[src/rtl/nand_gate_unit_pkg.sv]
// Shared constants and helpers for the nand_gate_unit primitive.
package nand_gate_unit_pkg;

   // Reset value of the registered output: NAND of 0,0 is all-ones. Sized for
   // the widest legal lane count; users slice down to WIDTH.
   localparam logic [63:0] NAND_RST_VAL = '1;

   // Coverage vector with every lane-0 input pair observed.
   localparam logic [3:0] COV_ALL = 4'b1111;

   // Coverage bit index for a lane-0 input pair: {a, b}.
   function automatic logic [1:0] cov_idx(input logic a0, input logic b0);
      return {a0, b0};
   endfunction

endpackage

[src/rtl/nand_lane.sv]
// Single-bit combinational NAND, the leaf cell replicated per lane.
module nand_lane (
   input  logic a,
   input  logic b,
   output logic y
);

   // Pure combinational gate; X on either input propagates naturally.
   assign y = ~(a & b);

endmodule

[src/rtl/nand_gate_unit.sv]
// Bitwise NAND with a combinational output, a registered valid-qualified
// output, and a sticky lane-0 truth-table coverage monitor.
module nand_gate_unit
   import nand_gate_unit_pkg::*;
#(
   parameter int WIDTH = 1,
   parameter int CNT_W = 16
) (
   input  logic             clk,
   input  logic             rst,
   input  logic [WIDTH-1:0] a,
   input  logic [WIDTH-1:0] b,
   input  logic             in_valid,
   input  logic             clr,
   output logic [WIDTH-1:0] y,
   output logic [WIDTH-1:0] y_q,
   output logic             out_valid,
   output logic [3:0]       cov,
   output logic             cov_full,
   output logic [CNT_W-1:0] sample_cnt
);

   localparam logic [CNT_W-1:0] CNT_MAX = '1;

   // One NAND cell per lane; y is valid regardless of clock or reset.
   for (genvar i = 0; i < WIDTH; i++) begin : g_lane
      nand_lane u_lane (
         .a (a[i]),
         .b (b[i]),
         .y (y[i])
      );
   end

   // Registered result: capture on in_valid, hold otherwise.
   // NOTE: sequential state uses non-blocking (<=) so every flop samples the
   // pre-edge values; blocking here would create order-dependent races.
   always_ff @(posedge clk or posedge rst) begin
      if (rst) begin
         y_q       <= NAND_RST_VAL[WIDTH-1:0];
         out_valid <= 1'b0;
      end else begin
         out_valid <= in_valid;
         if (in_valid) begin
            y_q <= y;
         end
      end
   end

   // Coverage and saturating sample counter; clr wins over a same-cycle sample.
   always_ff @(posedge clk or posedge rst) begin
      if (rst) begin
         cov        <= '0;
         sample_cnt <= '0;
      end else if (clr) begin
         cov        <= '0;
         sample_cnt <= '0;
      end else if (in_valid) begin
         cov[cov_idx(a[0], b[0])] <= 1'b1;
         if (sample_cnt != CNT_MAX) begin
            sample_cnt <= sample_cnt + CNT_W'(1);
         end
      end
   end

   // Full coverage flag derived directly from the sticky vector.
   assign cov_full = (cov == COV_ALL);

endmodule

[config.mk]
export PLATFORM = sky130hd
export DESIGN_NAME = nand_gate_unit
export DESIGN_NICKNAME = d
export VERILOG_FILES = /design/src/rtl/nand_gate_unit_pkg.sv /design/src/rtl/nand_lane.sv /design/src/rtl/nand_gate_unit.sv
export SDC_FILE = /design/constraint.sdc
export NUM_CORES = 1
export LEC_CHECK = 0
export ABC_CLOCK_PERIOD_IN_PS = 2050
export CAP_MARGIN = 20
export CORE_ASPECT_RATIO = 0.7
export CORE_MARGIN = 2
export CORE_UTILIZATION = 48
export DETAILED_ROUTE_END_ITERATION = 10
export PLACE_DENSITY = 0.78
export SLEW_MARGIN = 20
export SYNTH_ARGS = -nofsm -noshare
export SYNTH_HDL_FRONTEND = slang
export SYNTH_SLANG_ARGS = --single-unit
[constraint.sdc]
create_clock -name clk -period 2.05 [get_ports clk]
set_input_delay 0.41 -clock clk [delete_from_list [all_inputs] [get_ports clk]]
set_output_delay 0.41 -clock clk [all_outputs]
set_load 0.1 [all_outputs]
==> flow_summary.yaml <==
grt:
  grt.total_usage_pct: 21.94
  grt_max_degree: 23
  grt_remaining_overflow: 0
  grt_pass1_vias: 991
  antenna_found_initial: 0
  grt_pass1_wl_um: 4885
yosys:
  avgSynthCellArea_sq_um: 9.989
  ys_ff_latch: 22
  ys_top_cells_by_area: "dfrtp_1, a21oi_1, o31ai_1"
  synth_mux_area_share_pct: 2.737
  synth_edf_count: 0
  yosysMostFrequentCell: "dfrtp_1"
  ys_warn_count: 0
  seq_area_frac_synth_pct: 46.42
  synth_nets: 126
  synth_top_family_by_area: "simple AND/OR/NAND/NOR gates"
  synth-xor-area-share_pct: 0
  synth_commonest_cells: "dfrtp_1, a21oi_1, nor2_1"
  synth_fa_ha_area_share_pct: 1.053
  synth-compound-area-share_pct: 15.26
  synth-async-reset-ratio_pct: 100.0
  synth_top_area_share_pct: 44.21
  synth_cells: 119
  ys.flop_type: "dfrtp_1"
  yosysTopAreaCell: "dfrtp_1"
  synth.distinct_cells: 37
  synth_simple_gate_area_share_pct: 30.32
  syn_area_sq_mm: 0.001189
routing:
  drt-pass1-iter-count: 5
  viasPerCell: 6.141
  drt_iter0_drc: 74
  vias: 1173
  totalWireLength_um: 2976
  drtAntennaViolNets: 0
  wl_per_cell_um: 15.58
  drc: 0
timing:
  finalHoldViolCount: 0
  rsz0062_at_grt: "false"
  clock_skew_ps: 10.71
  maxSlewViolCount: 0
  period_needed_ps: 1894
  hold_ws_ps: 428.0
  fmax_mhz: 528.1
  tns_ps: 0
  max-slew-margin-rel_pct: 70.49
  tightestPinTransition_ps: 438.6
  setup-violations-final: 0
  period_share_pct: 92.37
critical_path:
  reg2reg_slack_ps: 160
  reg2regPathDepth: 6
  cpMaxStageDelayCell: "or4_2"
  rr_startpoint: "sample_cnt[0]$_DFFE_PP0P_"
  crit_path_start_kind: "flip-flop"
  rr_endpoint: "sample_cnt[6]$_DFFE_PP0P_"
  critPathLaunch: "sample_cnt[0]$_DFFE_PP0P_"
  critical_path.cell_chain: "ha_1, nand4_1, nor4_4, buf_4, or4_2, a21oi_1"
  crit_type: "flip-flop to flip-flop"
  crit_path_end_kind: "flip-flop"
  cp_max_fo: 8
  required_ps: 2300
  crit_arrival_ps: 2140
  critPathMaxStageDelay_ps: 540
pwr:
  p_sw_share_pct: 27.97
  finalPower_uw: 962.8
  switching_power_uw: 269.3
  p_leak_nw: 0.6844
  pwr-share-clk_pct: 34.2
  p_int_uw: 693.4
  power.share.sequential_pct: 47.8
  p_per_area_mw_per_mm2: 594.2
  ir_drop_v: 0.0005788
  p_comb_share_pct: 18.0
clocking:
  clk_latency_ps: 310
  post_cts_resized: 0
  cts_setup_buffers: 0
  numCtsBuffers: 3
  clock_sinks: 22
  cts_tree: "done"
  hold_buffers: 0
  clk_pin_slew_worst_paths_ps: 130
  clk_path_buf_depth: 2
  h-tree-depth: 1
  cts_root_buffer: "clkbuf_4"
place:
  port_buffers: 29
  place.gp.congestion: 0.8722
  dpl.hpwl_um: 2243
die:
  initial_utilization_pct: 49.48
  die_height_um: 45.64
  coreArea_sq_mm: 0.002402
  die_area_sq_mm: 0.002897
  fp.dieW_um: 63.48
  ios: 30
  rows: 15
hold_path:
  hold_path_class: "primary input to async pin"
final_layout:
  insertedDiodeCount: 0
  layout-drive-gt1-share_pct: 43.31
  fin_nets: 165
  final_util_pct: 67.45
  syn_to_final_growth_pct: 36.32
  fillers: 195
job:
  cap_violations: 0
status:
  run_status: "finished, final reports clean"
-- kinds of logic (layout without fill, tap and decap cells) --
family / count (synthesis) / in the layout
AOI/OAI and AO/OA: 29 / 29
and+or+nand+nor: 55 / 55
DFF: 22 / 22
buffers and inverters: 9 / 47
muxes: 3 / 3
adders and majority gates: 1 / 1
-- cells in the final DEF, fill, tap and decap left out, types with 2 or more instances in the layout --
cell type / count
a211oi_1: 2
a21oi_1: 10
a31oi_1: 5
and4_2: 2
buf_12: 3
buf_4: 31
clkbuf_4: 3
clkdlybuf4s50_1: 5
dfrtp_1: 3
dfrtp_2: 16
dfrtp_4: 2
inv_1: 4
mux2_2: 2
nand2_1: 6
nand2b_1: 2
nand3_1: 5
nand4_1: 7
nor2_1: 9
nor2b_1: 4
nor4_1: 3
o21ai_0: 3
o31ai_1: 6
or3_1: 2
or4_1: 6
-- per-stage QoR --
stage,worst slack (ps),cells,cell area (sq um)
finish,156.4,191,1620
global route,74.47,191,1620
CTS,152.8,191,1620
detailed placement,19.88,187,1568
global placement,24.75,187,1568
floorplan,6.890,119,1217
-- layout make-up --
class / count / area, sq um / share of cell area [%]
Inverter: 4 / 15.01 / 0.9266
Clock buffer: 3 / 22.52 / 1.390
Sequential cell: 22 / 579.3 / 35.75
Timing Repair Buffer: 39 / 342.8 / 21.16
Multi-Input combinational cell: 88 / 588.1 / 36.29
Clock inverter: 1 / 30.03 / 1.853
Tap cell: 34 / 42.54 / 2.625
-- state kept, by name, indices dropped and copies added, names as in the netlist --
| register | flops |
|---|---|
| cov | 4 |
| out_valid | 1 |
| sample_cnt | 16 |
| y_q | 1 |
-- power by group through the flow --
| stage | clock network, mW | logic, mW | registers [mW] |
|---|---|---|---|
| 2_1_floorplan | 0 | 0.0425 | 0.543 |
| 3_3_place_gp | 0 | 0.171 | 0.468 |
| 3_5_place_dp | 0 | 0.174 | 0.469 |
| 4_1_cts | 0.337 | 0.175 | 0.460 |
| 5_1_grt | 0.357 | 0.182 | 0.462 |
| 6_report | 0.329 | 0.173 | 0.460 |
-- routing by layer --
layer / vias up / global-route usage, % / share of wire [%]
met3: 2 / 5.198 / 6.7
met2: 61 / 34.32 / 46
met1: 574 / 32.28 / 47
met4: 0 / 2.609 / 0.47
li1: 536 / - / -
met5: - / 0 / 0
-- worst max-delay path: cells and delay by family, from the launching register on --
family / cells / cell delay [ps]
DFF: 1 / 530
AOI/OAI and AO/OA: 1 / 160
and+or+nand+nor: 3 / 770
adders and majority gates: 1 / 230
buffers and inverters: 1 / 160
-- worst max-delay path by stage --
stage / endpoint / slack [ps]
after global placement: sample_cnt[9]$_DFFE_PP0P_ / 20
after CTS: sample_cnt[6]$_DFFE_PP0P_ / 150
after floorplan: cov_full / 7
after global routing: sample_cnt[6]$_DFFE_PP0P_ / 70
after detailed placement: sample_cnt[9]$_DFFE_PP0P_ / 20
final: sample_cnt[6]$_DFFE_PP0P_ / 160
No activity file was read; power rests on OpenSTA's default activity.
